[src/rtl/arbitro_barramento_if.sv]
// Interface bundling the arbitration handshake between the requesting units
// and arbitro_barramento.
//   requisicao [3:0] : bit i high = requester i wants or keeps the bus
//   concessao  [3:0] : one-hot grant, zero when the bus is free
//   M          [1:0] : multiplexer selector, index of current or last owner
//   ocupado          : high while any grant is active
//   preempcao        : one-cycle pulse on a forced release
// Modports:
//   master : requester side (drives requisicao, observes the rest)
//   slave  : arbiter side (observes requisicao, drives the rest)
interface arbitro_barramento_if;
  logic [3:0] requisicao;
  logic [3:0] concessao;
  logic [1:0] M;
  logic       ocupado;
  logic       preempcao;

  modport master (
    output requisicao,
    input  concessao,
    input  M,
    input  ocupado,
    input  preempcao
  );

  modport slave (
    input  requisicao,
    output concessao,
    output M,
    output ocupado,
    output preempcao
  );
endinterface

[src/rtl/arbitro_barramento.sv]
// Round-robin arbiter for the four requesters sharing the 16-bit 4x1 datapath
// multiplexer. Issues one-hot grants, drives the mux selector M and limits
// how long one owner may keep the bus while another requester waits.
// Ports:
//   clock      : system clock, rising edge
//   reset      : asynchronous, active-high reset
//   barramento : arbitro_barramento_if.slave (requisicao in; concessao, M,
//                ocupado, preempcao out; all outputs registered)
// Parameter:
//   MAX_POSSE  : maximum consecutive granted cycles while another requester
//                is waiting (1..255)
module arbitro_barramento #(
  parameter int unsigned MAX_POSSE = 8
) (
  input logic                  clock,
  input logic                  reset,
  arbitro_barramento_if.slave  barramento
);

  typedef enum logic {
    LIVRE,
    CONCEDIDO
  } estado_t;

  localparam logic [7:0] LP_MAX = 8'(MAX_POSSE);

  estado_t    r_estado;
  logic [1:0] r_ptr;
  logic [7:0] r_cnt;
  logic [3:0] r_concessao;
  logic [1:0] r_M;
  logic       r_ocupado;
  logic       r_preempcao;

  estado_t    w_estado_prox;
  logic [1:0] w_ptr_prox;
  logic [7:0] w_cnt_prox;
  logic [3:0] w_concessao_prox;
  logic [1:0] w_M_prox;
  logic       w_ocupado_prox;
  logic       w_preempcao_prox;

  logic [3:0] w_req;
  logic [1:0] w_vencedor;
  logic [3:0] w_dono_oh;
  logic       w_outros_esperam;

  function automatic logic [3:0] f_onehot(input logic [1:0] idx);
    logic [3:0] v;
    v      = '0;
    v[idx] = 1'b1;
    return v;
  endfunction

  // First set request bit scanning ptr, ptr+1, ... modulo 4.
  function automatic logic [1:0] f_varredura(input logic [3:0] req,
                                             input logic [1:0] ptr);
    logic [1:0] idx;
    logic [1:0] venc;
    logic       achou;
    venc  = ptr;
    achou = 1'b0;
    for (int unsigned k = 0; k < 4; k++) begin
      idx = ptr + 2'(k);
      if (!achou && req[idx]) begin
        venc  = idx;
        achou = 1'b1;
      end
    end
    return venc;
  endfunction

  assign w_req            = barramento.requisicao;
  assign w_vencedor       = f_varredura(w_req, r_ptr);
  // While CONCEDIDO, r_M always holds the current owner's index.
  assign w_dono_oh        = f_onehot(r_M);
  assign w_outros_esperam = |(w_req & ~w_dono_oh);

  always_ff @(posedge clock or posedge reset) begin
    if (reset) begin
      r_estado    <= LIVRE;
      r_ptr       <= '0;
      r_cnt       <= '0;
      r_concessao <= '0;
      r_M         <= '0;
      r_ocupado   <= 1'b0;
      r_preempcao <= 1'b0;
    end else begin
      r_estado    <= w_estado_prox;
      r_ptr       <= w_ptr_prox;
      r_cnt       <= w_cnt_prox;
      r_concessao <= w_concessao_prox;
      r_M         <= w_M_prox;
      r_ocupado   <= w_ocupado_prox;
      r_preempcao <= w_preempcao_prox;
    end
  end

  always_comb begin
    w_estado_prox    = r_estado;
    w_ptr_prox       = r_ptr;
    w_cnt_prox       = r_cnt;
    w_concessao_prox = r_concessao;
    w_M_prox         = r_M;
    w_ocupado_prox   = r_ocupado;
    w_preempcao_prox = 1'b0;

    unique case (r_estado)
      LIVRE: begin
        if (|w_req) begin
          w_concessao_prox = f_onehot(w_vencedor);
          w_M_prox         = w_vencedor;
          w_ocupado_prox   = 1'b1;
          w_cnt_prox       = 8'd1;
          w_estado_prox    = CONCEDIDO;
        end
      end

      CONCEDIDO: begin
        // Voluntary release is checked first so that a simultaneous drop
        // at the hold limit never raises preempcao.
        if (!w_req[r_M] || (r_cnt == LP_MAX && w_outros_esperam)) begin
          w_concessao_prox = '0;
          w_ocupado_prox   = 1'b0;
          w_estado_prox    = LIVRE;
          w_ptr_prox       = r_M + 2'd1;
          w_cnt_prox       = '0;
          w_preempcao_prox = w_req[r_M];
        end else if (r_cnt != LP_MAX) begin
          w_cnt_prox = r_cnt + 8'd1;
        end
      end

      default: begin
        w_estado_prox = LIVRE;
      end
    endcase
  end

  assign barramento.concessao = r_concessao;
  assign barramento.M         = r_M;
  assign barramento.ocupado   = r_ocupado;
  assign barramento.preempcao = r_preempcao;

  a_grant_onehot: assert property (@(posedge clock) disable iff (reset)
    $onehot0(r_concessao));

  a_ocupado_coerente: assert property (@(posedge clock) disable iff (reset)
    r_ocupado == (|r_concessao));

endmodule

[src/flat_wrapper.sv]
// flat-port wrapper written by rule: the top's interface ports become plain ports
module arbitro_barramento_flat 
#(
  parameter int unsigned MAX_POSSE = 8
)
  (clock, reset, barramento_requisicao, barramento_concessao, barramento_M, barramento_ocupado, barramento_preempcao);
  arbitro_barramento_if barramento_i ();
  input logic clock;
  input logic reset;
  input wire logic [$bits(barramento_i.requisicao)-1:0] barramento_requisicao;
  output wire logic [$bits(barramento_i.concessao)-1:0] barramento_concessao;
  output wire logic [$bits(barramento_i.M)-1:0] barramento_M;
  output wire logic [$bits(barramento_i.ocupado)-1:0] barramento_ocupado;
  output wire logic [$bits(barramento_i.preempcao)-1:0] barramento_preempcao;
  assign barramento_i.requisicao = barramento_requisicao;
  assign barramento_concessao = barramento_i.concessao;
  assign barramento_M = barramento_i.M;
  assign barramento_ocupado = barramento_i.ocupado;
  assign barramento_preempcao = barramento_i.preempcao;
  arbitro_barramento #(.MAX_POSSE(MAX_POSSE)) u_core (.clock(clock), .reset(reset), .barramento(barramento_i));
endmodule
[config.mk]
export PLATFORM = sky130hd
export DESIGN_NAME = arbitro_barramento_flat
export DESIGN_NICKNAME = d
export VERILOG_FILES = /design/src/rtl/arbitro_barramento_if.sv /design/src/rtl/arbitro_barramento.sv /design/src/flat_wrapper.sv
export SDC_FILE = /design/constraint.sdc
export NUM_CORES = 1
export LEC_CHECK = 0
export ABC_AREA = 1
export CAP_MARGIN = 40
export CORE_MARGIN = 1.5
export CORE_UTILIZATION = 54
export DETAILED_ROUTE_END_ITERATION = 12
export PLACE_DENSITY = 0.76
export SLEW_MARGIN = 20
export SYNTH_ARGS = -nofsm -noshare
export SYNTH_HDL_FRONTEND = slang
export SYNTH_SLANG_ARGS = --single-unit
[constraint.sdc]
create_clock -name clock -period 3.6 [get_ports clock]
set_input_delay 0.54 -clock clock [delete_from_list [all_inputs] [get_ports clock]]
set_output_delay 0.54 -clock clock [all_outputs]
set_load 0.05 [all_outputs]
After elaboration in Yosys (flattened, before gate mapping):

Index checks and enable logic that the tools add are counted.

* flip-flop bits (word level): 19
* input bits: 6
* output and inout port bits: 8
* logic and storage cells: 80

* $add $sub $neg: 5
* order comparisons: 8
* equal/unequal tests: 5
* mux-type cells: 35
* bitwise logic cells: 3
* reductions and logical operators: 17

Operator list (number)
* $mux 8: 3
* $lt 2x3->1 const B: 6
* $mux 1: 16
* $pmux 8 s2: 1
* $bmux 1 s2: 5
* $add 8x1->8 const B: 1
* $eq 8x4->1 const B: 1
* $mux 4: 2
* $ne 8x4->1 const B: 1
* $pmux 4 s2: 1
* $reduce_and 2->1: 4
* $reduce_or 4->1: 2
* $logic_and 1x1->1: 6
* $mux 2: 3
* $add 2x1->2 const B: 2
* $add 2x2->2 const B: 2
* $and 4x4->4: 1
* $demux 1 s2: 2
* $ge 2x1->1 const B: 2
* $logic_not 1->1: 4
* $not 4->4: 1
* $pmux 1 s2: 2
* $ne 3x3->1 const B: 1
* $ne 2x1->1 const B: 1
* 3 further kinds: 3

Depth between registers and ports, before layout:

Gate-level depths: netlist of run 1.

* depth in word-level cells: 18
* gate-level depth with buffers: 13
* depth with buffers taken out: 13

Least setup slack after synthesis of run 1:

Ideal clock, no wire load.

* path type: register -> register
* from: reg u_core.r_M[0] (netlist: u_core.barramento.M[0])
* to: reg u_core.r_concessao[3] (netlist: u_core.barramento.concessao[3])
* library setup time: 122 ps
* arrival: 1806 ps
* data required time: 3478 ps
* slack: 1671 ps
* cell stages (with the launch flop): 11
* path buffers: 0
* period minus slack after synthesis: 1929 ps
* path through: dfrtp_1 > inv_1 > ha_1 > o22ai_1 > nor2_1 > nor2_2 > nor2_4 > nor2_4 > nor2_2 > nand2_1 > o21ai_1

* longest elaborated chain between the ends: 11
* elaborated cells on any way between the ends: 15
* those cells by class: 2 x order compare; 1 x eq/ne; 4 x mux; 2 x bitwise; 6 x reduce/logical

Ends and longest elaborated chain
* from (decl): RTL line arbitro_barramento.sv:31 `logic [1:0] r_M;`
* from (signal assigned): RTL line arbitro_barramento.sv:93 `r_M <= w_M_prox;`
* $lt 2x3->1 (not written as such) or $ge 2x1->1 (tied branches): RTL line arbitro_barramento.sv:51 `v[idx] = 1'b1;`
* $logic_and 1x1->1 (not written as such): RTL line arbitro_barramento.sv:51
* $mux 1 (not written as such): RTL line arbitro_barramento.sv:51
* $demux 1 s2
* $not 4->4: RTL line arbitro_barramento.sv:77 `assign w_outros_esperam = |(w_req & ~w_dono_oh);`
* $and 4x4->4: RTL line arbitro_barramento.sv:77
* $reduce_or 4->1: RTL line arbitro_barramento.sv:77
* $logic_and 1x1->1: RTL line arbitro_barramento.sv:122 `if (!w_req[r_M] || (r_cnt == LP_MAX && w_outros_esperam)) begin`
* $logic_or 1x1->1 (*): RTL line arbitro_barramento.sv:122
* $ne 2x2->1 (no line) (*)
* $reduce_and 2->1 (no line) (*)
* to (signal assigned): RTL line arbitro_barramento.sv:92 `r_concessao <= w_concessao_prox;`
* to (decl): RTL line arbitro_barramento.sv:30 `logic [3:0] r_concessao;`

Mark *: on every way between the ends. The rest lies on a longest branch, timed or not. The select of a mux whose other input is x is not followed.
A chain may end at the register's enable or synchronous reset.

Worst setup path after layout of run 1:

* from: reg u_core.r_M[1] (netlist: u_core.barramento.M[1])
* to: out barramento_M[1]

RTL lines
* to (decl): RTL line flat_wrapper.sv:12 `output wire logic [$bits(barramento_i.M)-1:0] barramento_M;`

No word-level cell between the ends.

==> flow_summary.ini, run 1 <==
[critical_path]
cp-start-kind = flip-flop
slowest_stage = clkdlybuf4s50_1
crit_path_max_fanout = 6
required_ns = 3.06
cp.arrival_ns = 1.63
cp-startpoint = u_core.barramento.M[1]
criticalPathCategory = reg -> out
reg2reg_from = u_core.r_ptr[0]
endpoint_kind = primary output
worst-path-buf-inv = 1
worstPathCellList = clkdlybuf4s50_1
critical_path.top_delay_family = buffers and inverters
cpPeakStageDelay_ns = 0.85

[global_routing]
antenna_found_initial = 0
grt_usage_pct = 24.29
grtUsageMet3_pct = 1.639
grtUsageMet1_pct = 28.62
grt_pass1_wl_um = 5209
use_met2_pct = 46.99
grt-ovfl-total = 0
grt_pass1_vias = 1211
grt_max_degree = 20
top_usage_layer = met2

[floorplan]
die_w_um = 54.44
ios = 14
core_area_mm2 = 0.002500
dieArea_mm2 = 0.002964
rows = 18
die_h_um = 54.44
start_util_pct = 57.16

[drt]
vias_per_cell = 5.535
ant_nets = 0
wl_um = 3040
drtIter0Drc = 26
first_pass_iters = 4
drc = 0
route.detailed.wl_per_inst_um = 12.51
vias = 1345

[placement]
gp_congestion = 0.8853
dp.cells = 239
place_hpwl_um = 2393
portBuffers = 13
place_area_mm2 = 0.001577

[final_layout]
final_cell_mix = 60 x nand2_1, 21 x nand3_1, 19 x nand2_2, 19 x dfrtp_1, 13 x clkdlybuf4s50_1
drive_gt1_share_pct = 21.13
area_growth_pct = 12.26
fin_area_mm2 = 0.001604
final_common_cell = nand2_1
n_antenna_cell = 0
final_cells = 243
fin_nets = 226
finish.utilization_pct = 64.16

[clock_network]
cts_sinks = 19
cts_resized = 0
cts_tree = yes
cts_buffer_depth = 2
numCtsBuffers = 3
clk_latency_ns = 0.30
htreeDepth = 1
post_cts_buffers = 0
cts_root_buffer = clkbuf_4
ctsHoldBuffers = 0
cts.clk_slew.worst_paths_ns = 0.11

[synth]
syn_inst = 199
synth_nets = 211
ys.warnings.count = 0
synth_ff_type = dfrtp_1
synthArstFlopShare_pct = 100.0
syn_avg_cell_area_um2 = 7.180
ys_top_cells_by_area = dfrtp_1 33%, nand2_1 16%, nand2_2 8.3%
ys_seq_area_share_pct = 33.27
synth-seq-cells = 19
synth_cell_types = 28
syn_area_mm2 = 0.001429
synth_top_area_share_pct = 33.27
synth_edf_count = 0
yosys.area.top_type = dfrtp_1

[timing]
final.setup.tns_ns = 0
max-slew-margin-rel_pct = 53.57
fmax_mhz = 461.1
setup_viol = 0
min_period_ns = 2.169
hold_viol_final = 0
slew_viol_final = 0
finalCritPeriodShare_pct = 60.24
worst_pin_slew_ns = 0.6956
rsz0062_at_grt = false
clock_skew_ns = 0.003422

[hold_path]
worstHoldPathType = reg -> reg
min_from = u_core.barramento.ocupado

[pwr]
p_per_area_mw_per_mm2 = 840.8
irDropWorstVdd_mv = 0.5112
p_leak_nw = 0.7833

[status]
status = finished clean

[flow_run]
drv_cap = 0
==> cell usage after synthesis, drive strengths merged, types with 2 or more instances <==
| cell type | n |
|---|---|
| a21oi | 5 |
| xor2 | 3 |
| nand3 | 21 |
| nor2 | 12 |
| nor3 | 4 |
| o21ai | 12 |
| nand4 | 4 |
| inv | 21 |
| nand2 | 82 |
| dfrtp | 19 |
| ha | 6 |
| clkbuf | 2 |
| o22ai | 2 |
==> kinds of logic after synthesis <==
logic type                 count (synthesis)  share of synthesized area [%]
xor gates and xnor gates                   4                          2.452
buffers and inverters                     24                          6.917
DFF                                       19                          33.28
and+or+nand+nor                          125                          43.26
adders and majority gates                  6                          5.254
AOI/OAI and AO/OA                         21                          8.844
==> tightest hold or removal path: cells and delay by family, from the launching register on <==
| kind | cells | cell delay (ns) |
|---|---|---|
| flip-flops | 1 | 0.36 |
| AND/OR/NAND/NOR | 2 | 0.10 |
==> registers in the layout, indices dropped and copies added (netlist names) <==
signal	count
u_core.barramento.M	2
u_core.r_cnt	8
u_core.r_ptr	2
u_core.barramento.preempcao	1
u_core.barramento.ocupado	1
u_core.barramento.concessao	4
u_core.r_estado	1
==> worst paths after layout <==
kind | end | slack, ns | depth (start not counted)
min in group asynchronous | u_core.r_cnt[6] | 0.63 | 2
max reg2reg | u_core.barramento.concessao[0] | 1.75 | 10
min | u_core.barramento.ocupado | 0.48 | 2
min reg2reg | u_core.barramento.ocupado | 0.48 | 2
max in group asynchronous | u_core.barramento.M[1] | 2.53 | 2
max | barramento_M[1] | 1.43 | 1
==> power breakdown <==
part	total, W	internal, W	switching (W)
Sequential	0.000375	0.000276	0.0000996
Combinational	0.000863	0.000273	0.000590
Clock	0.000110	0.0000414	0.0000690
Total	0.00135	0.000590	0.000759
==> through the flow <==
stage,total power (W),setup WS [ns],hold WS [ns]
2_1_floorplan,0.001049,1.671,0.4911
6_report,0.001349,1.431,0.4842
3_5_place_dp,0.001238,1.432,0.4630
4_1_cts,0.001349,1.429,0.4877
3_3_place_gp,0.001207,1.495,0.4619
5_1_grt,0.001468,1.394,0.5207
==> area by class of cell <==
| type | count | area (um^2) |
|---|---|---|
| Multi-Input combinational cell | 156 | 854.6 |
| Fill cell | 216 | 895.9 |
| Inverter | 21 | 78.83 |
| Clock inverter | 1 | 5.005 |
| Timing Repair Buffer | 13 | 130.1 |
| Tap cell | 30 | 37.54 |
| Clock buffer | 3 | 22.52 |
| Sequential cell | 19 | 475.5 |
==> layer usage <==
layer	routed length, um	vias to the layer above
met1	1290	625
met5	0	-
met3	81	8
li1	-	674
met2	1637	38
met4	31	0
Power figures use the tool's default switching activity.
==> run 2: changes to the inputs <==
- CORE_UTILIZATION: 54 -> 51
- PLACE_DENSITY: 0.76 -> 0.75
- clock period: 3.6 -> 1.95 ns (I/O delays scaled with it)
==> flow_summary.ini, run 2 (same netlist as run 1, synthesis figures left out) <==
[status]
status = finished clean

[critical_path]
worstPathCellList = clkdlybuf4s50_1
cp-start-kind = flip-flop
critical_path.top_delay_family = buffers and inverters
worst-path-buf-inv = 1
reg2reg_slack_ns = 0.15
crit_path_max_fanout = 6
cp.arrival_ns = 1.58
cpPeakStageDelay_ns = 0.84
criticalPathCategory = reg -> out
endpoint_kind = primary output
required_ns = 1.66
slowest_stage = clkdlybuf4s50_1

[pwr]
power.total_w = 0.002558
netSwitchingPower_w = 0.001418
p_clk_share_pct = 7.9
combPwrFrac_pct = 66.5
sw_frac_of_total_pct = 55.44
intPower_w = 0.001140
p_leak_nw = 0.8070
power.share.sequential_pct = 25.7
irDropWorstVdd_mv = 1.144
p_per_area_mw_per_mm2 = 1557

[final_layout]
fin_nets = 230
drive_gt1_share_pct = 23.04
largest_reg_flops = 8
fillers = 241
area_growth_pct = 14.97
final_cells = 248
final_cell_mix = 60 x nand2_1, 21 x nand3_1, 19 x nand2_2, 18 x dfrtp_1, 12 x clkdlybuf4s50_1
final_common_cell = nand2_1
finish.utilization_pct = 60.62
n_antenna_cell = 0
regMostFlops = u_core.r_cnt
fin_area_mm2 = 0.001643

[drt]
wl_um = 3043
vias_per_cell = 5.331
route.detailed.wl_per_inst_um = 12.27
ant_nets = 0
drc = 0
dr.max_layer_used = met3
route.layer.met1.wl_um = 1518
vias = 1322
first_pass_iters = 4
routed-wl-met2_um = 1342
dr_wl_met3_um = 182
drtIter0Drc = 53

[placement]
portBuffers = 13
place_hpwl_um = 2286
place_area_mm2 = 0.001608
gp_congestion = 0.8757
dp.cells = 244

[floorplan]
start_util_pct = 52.72
rows = 19
dieArea_mm2 = 0.003128
ios = 14
die_w_um = 55.93
die_h_um = 55.93
core_area_mm2 = 0.002710

[timing]
rsz0062_at_grt = false
final.setup.tns_ns = 0
hold_viol_final = 0
slew_viol_final = 0
fmax_mhz = 533.6
setup_viol = 0
max-slew-margin-rel_pct = 66.52
worst_pin_slew_ns = 0.5006
finalCritPeriodShare_pct = 96.10
min_period_ns = 1.874
clock_skew_ns = 0.002830

[clock_network]
cts_root_buffer = clkbuf_4
htreeDepth = 1
cts_buffer_depth = 2
ctsHoldBuffers = 0
post_cts_buffers = 0
clk_latency_ns = 0.29
numCtsBuffers = 3
cts_tree = yes
cts_resized = 0
cts.clk_slew.worst_paths_ns = 0.11
cts_sinks = 19

[global_routing]
grt_pass1_vias = 1248
grt-ovfl-total = 0
antenna_found_initial = 0
grt_usage_pct = 20.52
grt_max_degree = 20
grt_pass1_wl_um = 5195

[flow_run]
drv_cap = 0

[hold_path]
worstHoldPathType = in -> async
-- run 2: power by group through the flow --
stage | Clock [W] | Combinational (W) | Sequential, W
finish | 0.000202 | 0.00170 | 0.000656
global route | 0.000226 | 0.00187 | 0.000673
CTS | 0.000206 | 0.00168 | 0.000650
detailed placement | 0 | 0.00167 | 0.000659
global placement | 0 | 0.00163 | 0.000657
floorplan | 0 | 0.00113 | 0.000805
-- run 2: area by class of cell --
class	count	area [um^2]	area share, %
multi-input combinational	156	859.6	52.32
sequential	19	476.7	29.02
timing repair buffer	17	162.7	9.901
inverter	21	78.83	4.798
tap	31	38.79	2.361
clock buffer	4	26.28	1.599
-- run 2: final timing paths --
kind	startpoint	to	depth (start not counted)
max	u_core.barramento.M[1]	barramento_M[1]	1
min	reset	u_core.r_cnt[4]	3
max reg2reg	u_core.barramento.M[0]	u_core.r_cnt[3]	11
min reg2reg	u_core.barramento.ocupado	u_core.barramento.ocupado	2
max in group asynchronous	reset	u_core.barramento.M[0]	3
min in group clock	u_core.barramento.ocupado	u_core.barramento.ocupado	2
-- run 2: tightest hold or removal path, delay by kind of cell --
family | cells | cell delay (ns)
buffers and inverters | 3 | 0.69
-- run 2: routing by layer --
layer	global-route usage, %	vias up
met2	31.29	42
li1	-	680
met1	29.00	600
met3	3.953	0
met5	0	-
met4	7.823	0
-- run 2: stage by stage --
stage	hold slack [ns]	setup WS, ns
2_1_floorplan	0.2436	0.02148
3_3_place_gp	0.4613	0.08787
3_5_place_dp	0.4633	0.02780
4_1_cts	0.3085	0.06652
5_1_grt	0.3181	0.01040
6_report	0.3037	0.07605
==> run 3: changes to the inputs <==
- CORE_UTILIZATION: 51 -> 35
- PLACE_DENSITY: 0.75 -> not set
- SETUP_SLACK_MARGIN: not set -> 0.05
==> flow_summary.ini, run 3 (same netlist as run 1, synthesis figures left out) <==
[status]
status = finished clean

[critical_path]
worstRegToRegCells = 11
endpoint_kind = primary output
cp.arrival_ns = 1.50
criticalPathCategory = reg -> out
critical_path.top_delay_family = buffers and inverters
reg2reg_slack_ns = 0.23
timing.rr.end = u_core.r_cnt[0]
worst-path-buf-inv = 1
cp-start-kind = flip-flop
required_ns = 1.66
worstPathCellList = clkdlybuf4s50_1
slowest_stage = clkdlybuf4s50_1
cpPeakStageDelay_ns = 0.82
reg2reg_from = u_core.barramento.M[0]
crit_path_max_fanout = 6

[pwr]
irDropWorstVdd_mv = 0.9097
intPower_w = 0.001200
p_per_area_mw_per_mm2 = 1554
power.share.sequential_pct = 25.5
p_leak_nw = 0.8194
netSwitchingPower_w = 0.001419
sw_frac_of_total_pct = 54.16
combPwrFrac_pct = 64.1
power.total_w = 0.002619
p_clk_share_pct = 10.5

[clock_network]
cts_tree = yes
cts_buffer_depth = 2
htreeDepth = 1
cts_sinks = 19
ctsHoldBuffers = 0
numCtsBuffers = 3
clk_latency_ns = 0.25
cts.clk_slew.worst_paths_ns = 0.07
cts_root_buffer = clkbuf_8

[floorplan]
die_w_um = 66.90
ios = 14
start_util_pct = 35.98
core_area_mm2 = 0.003971
rows = 23
dieArea_mm2 = 0.004475
die_h_um = 66.90

[timing]
hold_viol_final = 0
clock_skew_ns = 0.002161
setup_viol = 0
max-slew-margin-rel_pct = 66.20
finalCritPeriodShare_pct = 91.69
final.setup.tns_ns = 0
rsz0062_at_grt = false
slew_viol_final = 0
worst_pin_slew_ns = 0.5062
min_period_ns = 1.788
fmax_mhz = 559.3

[drt]
ant_nets = 0
first_pass_iters = 4
vias = 1295
vias_per_cell = 4.850
route.detailed.wl_per_inst_um = 11.70
drc = 0
wl_um = 3125
drtIter0Drc = 120

[placement]
place_hpwl_um = 2331
gp_congestion = 0.8878
portBuffers = 13

[final_layout]
drive_gt1_share_pct = 24.42
fin_nets = 230
final_common_cell = nand2_1
final_cell_mix = 60 x nand2_1, 21 x nand3_1, 19 x nand2_2, 17 x dfrtp_1, 12 x clkdlybuf4s50_1
n_antenna_cell = 0
regMostFlops = u_core.r_cnt
fillers = 414
regArea_um2 = 478.0
area_growth_pct = 17.95
multi_input_area_um2 = 857.1
largest_reg_flops = 8

[global_routing]
grt_pass1_vias = 1164
grt_usage_pct = 15.93
grt-ovfl-total = 0
antenna_found_initial = 0
grt_pass1_wl_um = 5451
grt_max_degree = 20

[flow_run]
drv_cap = 0

[hold_path]
worstHoldPathType = in -> async
## run 3: cell types whose count changed in the layout (fill, tap and decap cells not counted)
cell and change:
clkbuf_1 -1, nor2_4 -1, nor2_1 -1, clkbuf_4 -3
clkinv_2 +1, dfrtp_1 -1, nor2_2 +2, dfrtp_2 +1
clkbuf_8 +3
## run 3: layout make-up
| cell class | instances | share of cell area [%] |
|---|---|---|
| multi-input combinational | 156 | 50.85 |
| sequential | 19 | 28.36 |
| timing repair buffer | 17 | 9.651 |
| inverter | 21 | 4.677 |
| tap | 50 | 3.712 |
| clock buffer | 3 | 2.450 |
| clock inverter | 1 | 0.2970 |
## run 3: layer usage
| layer | wire length, um | vias to the layer above | GRT usage (%) |
|---|---|---|---|
| met2 | 1257 | 29 | 22.38 |
| met5 | 0 | - | 0 |
| met4 | 42 | 0 | 6.122 |
| met1 | 1706 | 584 | 23.99 |
| li1 | - | 680 | - |
| met3 | 119 | 2 | 2.534 |
## run 3: power groups by stage
stage / clock [W] / sequential (W) / combinational (W)
2_1_floorplan: 0 / 0.000807 / 0.00113
3_3_place_gp: 0 / 0.000675 / 0.00166
3_5_place_dp: 0 / 0.000670 / 0.00166
4_1_cts: 0.000285 / 0.000663 / 0.00168
5_1_grt: 0.000308 / 0.000687 / 0.00187
6_report: 0.000274 / 0.000667 / 0.00168
## run 3: what timing repair did
action,in CTS,in global routing
endpoints found under the setup margin,0,13
buffers inserted,0,0
resized for setup,0,4
## run 3: through the flow
| stage | worst slack (ns) | cell area (um^2) | cells | util, % | hold slack, ns |
|---|---|---|---|---|---|
| floorplan | 0.1021 | 1430 | 199 | - | 0.2436 |
| global placement | 0.03657 | 1633 | 263 | 41.12 | 0.4674 |
| detailed placement | 0.04406 | 1633 | 263 | 41.12 | 0.4663 |
| CTS | 0.08030 | 1679 | 267 | 42.28 | 0.3608 |
| global route | 0.06565 | 1685 | 267 | 42.44 | 0.4062 |
| finish | 0.1620 | 1685 | 267 | 42.44 | 0.3555 |
## run 3: how the worst max path moves through the flow
| stage | startpoint | to | slack, ns | depth (start not counted) |
|---|---|---|---|---|
| global placement | barramento_requisicao[1] | u_core.r_cnt[3] | 0.04 | 10 |
| floorplan | u_core.barramento.M[1] | u_core.barramento.concessao[3] | 0.10 | 10 |
| finish | u_core.barramento.M[0] | barramento_M[0] | 0.16 | 1 |
| detailed placement | barramento_requisicao[2] | u_core.r_cnt[3] | 0.04 | 10 |
| global route | u_core.barramento.M[1] | u_core.r_cnt[0] | 0.07 | 11 |
| CTS | u_core.barramento.M[1] | barramento_M[1] | 0.08 | 1 |
